--- src/rtl/j1_io_bridge_master_if.sv ---
// Byte-stream and J1 I/O bus signals of the debug/loader bridge.
// The master modport is the bridge side; slave is the UART/arbiter/peripheral side.
interface j1_io_bridge_master_if;
    logic [7:0]  rx_data;
    logic        rx_valid;
    logic        rx_ready;
    logic [7:0]  tx_data;
    logic        tx_valid;
    logic        tx_ready;
    logic        bus_req;
    logic        bus_gnt;
    logic [15:0] io_addr;
    logic [15:0] io_dout;
    logic [15:0] io_din;
    logic        io_rd;
    logic        io_wr;

    modport master (
        input  rx_data, rx_valid, tx_ready, bus_gnt, io_din,
        output rx_ready, tx_data, tx_valid, bus_req, io_addr, io_dout, io_rd, io_wr
    );

    modport slave (
        output rx_data, rx_valid, tx_ready, bus_gnt, io_din,
        input  rx_ready, tx_data, tx_valid, bus_req, io_addr, io_dout, io_rd, io_wr
    );
endinterface

--- src/rtl/j1_io_bridge_master.sv ---
// Byte-stream to J1 I/O bus initiator: parses 'W'/'R' command frames, issues a single
// io_wr/io_rd once the arbiter grants the bus, and streams the response bytes back.
module j1_io_bridge_master #(
    parameter int unsigned RD_LAT  = 1,
    parameter int unsigned TIMEOUT = 50000
) (
    input logic                   clk,
    input logic                   rst,
    j1_io_bridge_master_if.master bus
);
    localparam int unsigned TO_W  = $clog2(TIMEOUT);
    localparam int unsigned LAT_W = 4;
    localparam logic [7:0]  OP_W    = 8'h57;
    localparam logic [7:0]  OP_R    = 8'h52;
    localparam logic [7:0]  RSP_K   = 8'h4B;
    localparam logic [7:0]  RSP_ERR = 8'h3F;

    typedef enum logic [3:0] {
        IDLE, GET_AH, GET_AL, GET_DH, GET_DL, REQ, STROBE, WAIT_RD, TX_B0, TX_B1
    } state_t;

    state_t state, state_next;

    logic [7:0]       op_q, ah_q, al_q, dh_q, dl_q;
    logic [TO_W-1:0]  to_cnt;
    logic [LAT_W-1:0] lat_cnt;

    logic        rx_ready_q, tx_valid_q, bus_req_q, io_rd_q, io_wr_q;
    logic [7:0]  tx_data_q;
    logic [15:0] io_addr_q, io_dout_q;

    logic       accept_c, in_get_c, to_expired_c, lat_done_c, tx_load_c;
    logic [7:0] tx_byte_c;

    assign accept_c     = bus.rx_valid & rx_ready_q;
    assign in_get_c     = state inside {GET_AH, GET_AL, GET_DH, GET_DL};
    assign to_expired_c = (to_cnt == TO_W'(TIMEOUT - 1));
    assign lat_done_c   = (lat_cnt == LAT_W'(RD_LAT - 1));

    // State register
    always_ff @(posedge clk or negedge rst) begin
        if (!rst) state <= IDLE;
        else      state <= state_next;
    end

    // Next state and response byte selection
    always_comb begin
        state_next = state;
        tx_load_c  = 1'b0;
        tx_byte_c  = 8'h00;
        case (state)
            IDLE: if (accept_c) begin
                if (bus.rx_data == OP_W || bus.rx_data == OP_R) begin
                    state_next = GET_AH;
                end else begin
                    state_next = TX_B0;
                    tx_load_c  = 1'b1;
                    tx_byte_c  = RSP_ERR;
                end
            end
            GET_AH: if (accept_c) state_next = GET_AL;
                    else if (to_expired_c) state_next = IDLE;
            GET_AL: if (accept_c) state_next = (op_q == OP_R) ? REQ : GET_DH;
                    else if (to_expired_c) state_next = IDLE;
            GET_DH: if (accept_c) state_next = GET_DL;
                    else if (to_expired_c) state_next = IDLE;
            GET_DL: if (accept_c) state_next = REQ;
                    else if (to_expired_c) state_next = IDLE;
            REQ:    if (bus.bus_gnt) state_next = STROBE;
            STROBE: if (op_q == OP_W) begin
                        state_next = TX_B0;
                        tx_load_c  = 1'b1;
                        tx_byte_c  = RSP_K;
                    end else begin
                        state_next = WAIT_RD;
                    end
            WAIT_RD: if (lat_done_c) begin
                        state_next = TX_B0;
                        tx_load_c  = 1'b1;
                        tx_byte_c  = bus.io_din[15:8];
                    end
            TX_B0:  if (bus.tx_ready) begin
                        if (op_q == OP_R) begin
                            state_next = TX_B1;
                            tx_load_c  = 1'b1;
                            tx_byte_c  = dl_q;
                        end else begin
                            state_next = IDLE;
                        end
                    end
            TX_B1:  if (bus.tx_ready) state_next = IDLE;
            default: state_next = IDLE;
        endcase
    end

    // Frame field capture, inter-byte timeout and read-latency counters
    always_ff @(posedge clk or negedge rst) begin
        if (!rst) begin
            op_q    <= 8'h00;
            ah_q    <= 8'h00;
            al_q    <= 8'h00;
            dh_q    <= 8'h00;
            dl_q    <= 8'h00;
            to_cnt  <= '0;
            lat_cnt <= '0;
        end else begin
            if (accept_c) begin
                case (state)
                    IDLE:    op_q <= bus.rx_data;
                    GET_AH:  ah_q <= bus.rx_data;
                    GET_AL:  al_q <= bus.rx_data;
                    GET_DH:  dh_q <= bus.rx_data;
                    GET_DL:  dl_q <= bus.rx_data;
                    default: ;
                endcase
            end
            if (state == WAIT_RD && lat_done_c) dl_q <= bus.io_din[7:0];
            to_cnt  <= (in_get_c && !accept_c) ? to_cnt + TO_W'(1) : '0;
            lat_cnt <= (state == WAIT_RD) ? lat_cnt + LAT_W'(1) : '0;
        end
    end

    // Registered outputs, decoded from the state being entered
    always_ff @(posedge clk or negedge rst) begin
        if (!rst) begin
            rx_ready_q <= 1'b0;
            tx_valid_q <= 1'b0;
            tx_data_q  <= 8'h00;
            bus_req_q  <= 1'b0;
            io_rd_q    <= 1'b0;
            io_wr_q    <= 1'b0;
            io_addr_q  <= 16'h0000;
            io_dout_q  <= 16'h0000;
        end else begin
            rx_ready_q <= state_next inside {IDLE, GET_AH, GET_AL, GET_DH, GET_DL};
            tx_valid_q <= state_next inside {TX_B0, TX_B1};
            bus_req_q  <= state_next inside {REQ, STROBE, WAIT_RD};
            io_wr_q    <= (state_next == STROBE) && (op_q == OP_W);
            io_rd_q    <= (state_next == STROBE) && (op_q == OP_R);
            if (tx_load_c) tx_data_q <= tx_byte_c;
            // The final frame byte is still on rx_data when REQ is entered
            if (state == GET_AL && state_next == REQ) begin
                io_addr_q <= {ah_q, bus.rx_data};
            end else if (state == GET_DL && state_next == REQ) begin
                io_addr_q <= {ah_q, al_q};
                io_dout_q <= {dh_q, bus.rx_data};
            end else if (state_next == IDLE) begin
                io_addr_q <= 16'h0000;
                io_dout_q <= 16'h0000;
            end
        end
    end

    assign bus.rx_ready = rx_ready_q;
    assign bus.tx_valid = tx_valid_q;
    assign bus.tx_data  = tx_data_q;
    assign bus.bus_req  = bus_req_q;
    assign bus.io_rd    = io_rd_q;
    assign bus.io_wr    = io_wr_q;
    assign bus.io_addr  = io_addr_q;
    assign bus.io_dout  = io_dout_q;
endmodule

--- src/flat_wrapper.sv ---
// flat-port wrapper written by rule: the top's interface ports become plain ports
module j1_io_bridge_master_flat 
#(
    parameter int unsigned RD_LAT  = 1,
    parameter int unsigned TIMEOUT = 50000
)
  (clk, rst, bus_rx_data, bus_rx_valid, bus_tx_ready, bus_bus_gnt, bus_io_din, bus_rx_ready, bus_tx_data, bus_tx_valid, bus_bus_req, bus_io_addr, bus_io_dout, bus_io_rd, bus_io_wr);
  j1_io_bridge_master_if bus_i ();
  input logic clk;
  input logic rst;
  input wire logic [$bits(bus_i.rx_data)-1:0] bus_rx_data;
  input wire logic [$bits(bus_i.rx_valid)-1:0] bus_rx_valid;
  input wire logic [$bits(bus_i.tx_ready)-1:0] bus_tx_ready;
  input wire logic [$bits(bus_i.bus_gnt)-1:0] bus_bus_gnt;
  input wire logic [$bits(bus_i.io_din)-1:0] bus_io_din;
  output wire logic [$bits(bus_i.rx_ready)-1:0] bus_rx_ready;
  output wire logic [$bits(bus_i.tx_data)-1:0] bus_tx_data;
  output wire logic [$bits(bus_i.tx_valid)-1:0] bus_tx_valid;
  output wire logic [$bits(bus_i.bus_req)-1:0] bus_bus_req;
  output wire logic [$bits(bus_i.io_addr)-1:0] bus_io_addr;
  output wire logic [$bits(bus_i.io_dout)-1:0] bus_io_dout;
  output wire logic [$bits(bus_i.io_rd)-1:0] bus_io_rd;
  output wire logic [$bits(bus_i.io_wr)-1:0] bus_io_wr;
  assign bus_i.rx_data = bus_rx_data;
  assign bus_i.rx_valid = bus_rx_valid;
  assign bus_i.tx_ready = bus_tx_ready;
  assign bus_i.bus_gnt = bus_bus_gnt;
  assign bus_i.io_din = bus_io_din;
  assign bus_rx_ready = bus_i.rx_ready;
  assign bus_tx_data = bus_i.tx_data;
  assign bus_tx_valid = bus_i.tx_valid;
  assign bus_bus_req = bus_i.bus_req;
  assign bus_io_addr = bus_i.io_addr;
  assign bus_io_dout = bus_i.io_dout;
  assign bus_io_rd = bus_i.io_rd;
  assign bus_io_wr = bus_i.io_wr;
  j1_io_bridge_master #(.RD_LAT(RD_LAT), .TIMEOUT(TIMEOUT)) u_core (.clk(clk), .rst(rst), .bus(bus_i));
endmodule
--- config.mk ---
export PLATFORM = sky130hd
export DESIGN_NAME = j1_io_bridge_master_flat
export DESIGN_NICKNAME = d
export VERILOG_FILES = /design/src/rtl/j1_io_bridge_master_if.sv /design/src/rtl/j1_io_bridge_master.sv /design/src/flat_wrapper.sv
export SDC_FILE = /design/constraint.sdc
export NUM_CORES = 1
export LEC_CHECK = 0
export ABC_AREA = 1
export ABC_CLOCK_PERIOD_IN_PS = 2500
export BUFFER_PORTS_ARGS = -buffer_cell sky130_fd_sc_hd__buf_2
export CAP_MARGIN = 30
export CORE_MARGIN = 8
export CORE_UTILIZATION = 55
export CTS_CLUSTER_DIAMETER = 150
export DETAILED_ROUTE_END_ITERATION = 8
export GPL_TIMING_DRIVEN = 0
export HOLD_SLACK_MARGIN = 0.06
export PLACE_DENSITY = 0.82
export SYNTH_ARGS = -nofsm -noshare
export SYNTH_HDL_FRONTEND = slang
export SYNTH_SLANG_ARGS = --single-unit
export TNS_END_PERCENT = 30
--- constraint.sdc ---
create_clock -name clk -period 2.5 [get_ports clk]
set_input_delay 0.25 -clock clk [delete_from_list [all_inputs] [get_ports clk]]
set_output_delay 0.25 -clock clk [all_outputs]
set_load 0.1 [all_outputs]
==> impl_metrics.csv <==
group,metric,value,unit
outcome,status,"complete, no violations",
cells_and_area,n_antenna_cell,0,
logic_synthesis,synth_top_area_share,53.1,%
logic_synthesis,ys_seq_elements,109,
die,ios,74,
logic_synthesis,synth_area,0.00513,mm2
route,wl_per_cell,15.6,um
die,row_count,35,
logic_synthesis,yosysTopAreaCell,"dfrtp_1",
global_routing,grt_pass1_vias,4321,
pwr,power_leakage,0.00306,uW
clock_tree,cts_tree,"yes",
logic_synthesis,netlist_instances,600,
sta,tightest_slew,0.518,ns
route,drt_iter0_drc,284,
run,cap_violations,0,
global_routing,busiest_layer,"met2",
critical_path,endpoint,"u_core.dl_q[4]",
critical_path,r2r_cells,7,
route,wirelength,12500,um
pwr,swShare,41.2,%
placement,numPortBuffers,73,
critical_path,start_kind,"flop",
global_routing,grt_util_met1,26.2,%
route,firstDrtPassIters,5,
global_routing,grtUsageMet3,5.21,%
clock_tree,clock_tree.root_cell,"clkbuf_8",
cells_and_area,syn_to_final_growth,14.6,%
logic_synthesis,synthTopCellsByArea,"dfrtp_1 53%, nand2_1 13%, inv_1 4.6%",
global_routing,grt_max_degree,74,
clock_tree,clk_pin_slew,0.12,ns
sta,rsz0062_at_grt,"no",
sta,finClkSkew,0.0179,ns
clock_tree,postCtsSetupBuffers,0,
global_routing,overflow,0,
clock_tree,clk_path_buf_depth,2,
pwr,netSwitchingPower,1870,uW
clock_tree,clock_latency,0.39,ns
die,initial_core_util,56.1,%
critical_path,critical_path.max_fanout,10,
critical_path,startpoint,"u_core.state[0]",
logic_synthesis,avgSynthCellArea,8.56,um2
cells_and_area,register_area,0.00273,mm2
critical_path,reg2reg_setup_slack,0.33,ns
worst_hold_path,hold_start,"bus_io_din[3]",
logic_synthesis,syn_nets,632,
pwr,vdd_ir_drop_max,0.000487,V
global_routing,antenna_found_initial,0,
pwr,clkPwrFrac,24.5,%
sta,fin_crit,2.17,ns
cells_and_area,num-nets-final,718,
pwr,combPwrFrac,29.7,%
critical_path,required,2.83,ns
die,die_area,0.0127,mm2
sta,hold_viol,0,
sta,slew_violations,0,
clock_tree,htree_levels,3,
route,drc,0,
global_routing,track_usage,20.4,%
global_routing,grt_pass1_wl,20900,um
critical_path,reg2reg_from,"u_core.state[0]",
critical_path,cp.arrival,2.50,ns
placement,place.gp.congestion,0.878,
sta,fmax,461,MHz
cells_and_area,layout-drive-gt1-share,21.0,%
pwr,p_int,2670,uW
logic_synthesis,ys_warn_count,0,
sta,relSlewSlack,65.3,%
sta,fin_crit_sh,86.8,%
cells_and_area,fill_cells,762,
placement,place.detailed.hpwl,9420,um
pwr,power_density,771,mW/mm2
cells_and_area,multi_input_area,0.00206,mm2
sta,hold_slack,0.0871,ns
pwr,seq_power_share,45.8,%
critical_path,rr_endpoint,"u_core.dl_q[4]",
clock_tree,cts_inserted_buffers,9,
global_routing,grt_use_met2,33.2,%
critical_path,path_class,"reg -> reg",
die,die_x,113,um
cells_and_area,post-route-util,64.3,%
clock_tree,cts.sinks,109,
route,viasPerCell,5.41,
sta,fin_tns_setup,0,ns
worst_hold_path,hp-class,"in -> reg",
route,ant_nets,0,
die,die_y,113,um
critical_path,crit_path_end_kind,"flop",
die,core,0.00915,mm2
logic_synthesis,seq_area_frac_synth,53.1,%
logic_synthesis,synth_cell_types,37,
pwr,power,4540,uW
sta,finalSetupViolCount,0,
route,via_count,4342,
## layout make-up
| class | instances | area share (%) |
|---|---|---|
| flip-flops and latches | 109 | 46.3 |
| inverters | 67 | 4.27 |
| multi-input cells | 409 | 35.1 |
| clock inverters | 7 | 1.42 |
| plain buffers | 15 | 1.55 |
| well taps | 111 | 2.36 |
| clock buffers | 9 | 2.10 |
| repair buffers | 75 | 6.89 |
## cells in the mapped netlist, drive strengths merged
cell type,instances
o211ai,7
nand2,184
nor3,8
nor4,2
xor2,2
clkbuf,9
inv,67
a21o,1
ha,3
nand3b,1
o21a,2
a31oi,1
nor2,61
o2111ai,1
a221oi,4
buf,6
xnor2,1
nand4,9
dfrtp,109
o21ai,45
a21oi,14
nand3,63
## power groups by stage
stage	logic, uW	registers, uW	clock network, uW
final	1350	2080	1110
after global routing	1460	2100	1210
after CTS	1350	2080	1130
after detailed placement	1350	2110	0
after global placement	1310	2100	0
after floorplan	569	2570	0
## flip-flops by register name, indices dropped and copies added, names as in the netlist, 4 cells and up
| name | cells |
|---|---|
| u_core.bus.tx_data | 8 |
| u_core.state | 4 |
| u_core.bus.io_addr | 16 |
| u_core.al_q | 8 |
| u_core.bus.io_dout | 16 |
| u_core.to_cnt | 16 |
| u_core.op_q | 8 |
| u_core.dh_q | 8 |
| u_core.dl_q | 8 |
| u_core.lat_cnt | 4 |
| u_core.ah_q | 8 |
## per-stage QoR
stage / area (um2) / cells / setup WS (ns)
5_1_grt: 5890 / 802 / 0.201
6_report: 5890 / 802 / 0.331
4_1_cts: 5890 / 802 / 0.351
3_5_place_dp: 5670 / 785 / 0.317
2_1_floorplan: 5130 / 600 / 0.0171
3_3_place_gp: 5640 / 784 / 0.0185
## cells by family (layout without fill, tap and decap cells)
| logic type | count (synthesis) | count (layout) | synth area share (%) |
|---|---|---|---|
| AND/OR/NAND/NOR | 328 | 328 | 29.8 |
| adder cells (fa/ha/maj) | 3 | 3 | 0.731 |
| buffers and inverters | 82 | 173 | 6.68 |
| AO/OA/AOI/OAI | 75 | 75 | 9.14 |
| XOR/XNOR | 3 | 3 | 0.512 |
| flip-flops | 109 | 109 | 53.1 |
## metal layers
metal  part of all wire, %  wire length [um]  vias up
met3                   5.3               667       22
met2                    49              6160      126
met5                     0                 0        -
met1                    43              5430     2095
met4                   1.8               219        0
li1                      -                 -     2099
## placed cells by master (no fill, tap or decap), types with 4 or more instances in the layout
cell,count
clkbuf_1,9
a21oi_1,11
nand2_1,181
o21ai_2,8
nand3_1,45
nor3_1,6
o21ai_1,5
nand3_2,18
buf_6,4
o211ai_1,7
nand4_1,5
inv_1,63
a221oi_1,4
dfrtp_1,109
nor2_1,54
clkbuf_8,9
inv_2,4
o21ai_0,32
buf_2,73
nor2_2,4
## critical path, cell delays in order, from the launching register on
cell,delay (ns)
dfrtp_1,0.38
buf_2,0.18
nor2_2,0.16
nand3_1,0.16
nor2_1,0.45
clkbuf_1,0.45
nand2_1,0.20
nand3_1,0.13
## worst min-delay path by stage
stage / cells past startpoint / slack (ns) / end
6_report: 3 / 0.09 / u_core.dl_q[3]
5_1_grt: 3 / 0.06 / u_core.dl_q[3]
4_1_cts: 3 / 0.08 / u_core.dl_q[3]
3_5_place_dp: 1 / 0.24 / u_core.to_cnt[2]
3_3_place_gp: 1 / 0.45 / u_core.to_cnt[0]
2_1_floorplan: 0 / -0.05 / u_core.ah_q[0]
## repair_timing
action | 4_1_cts | 5_1_grt
hold endpoints to repair | 36 | 0
resized for setup | 0 | 0
hold buffers | 1 | 0
Note: power is estimated with default switching activity, not from simulation.
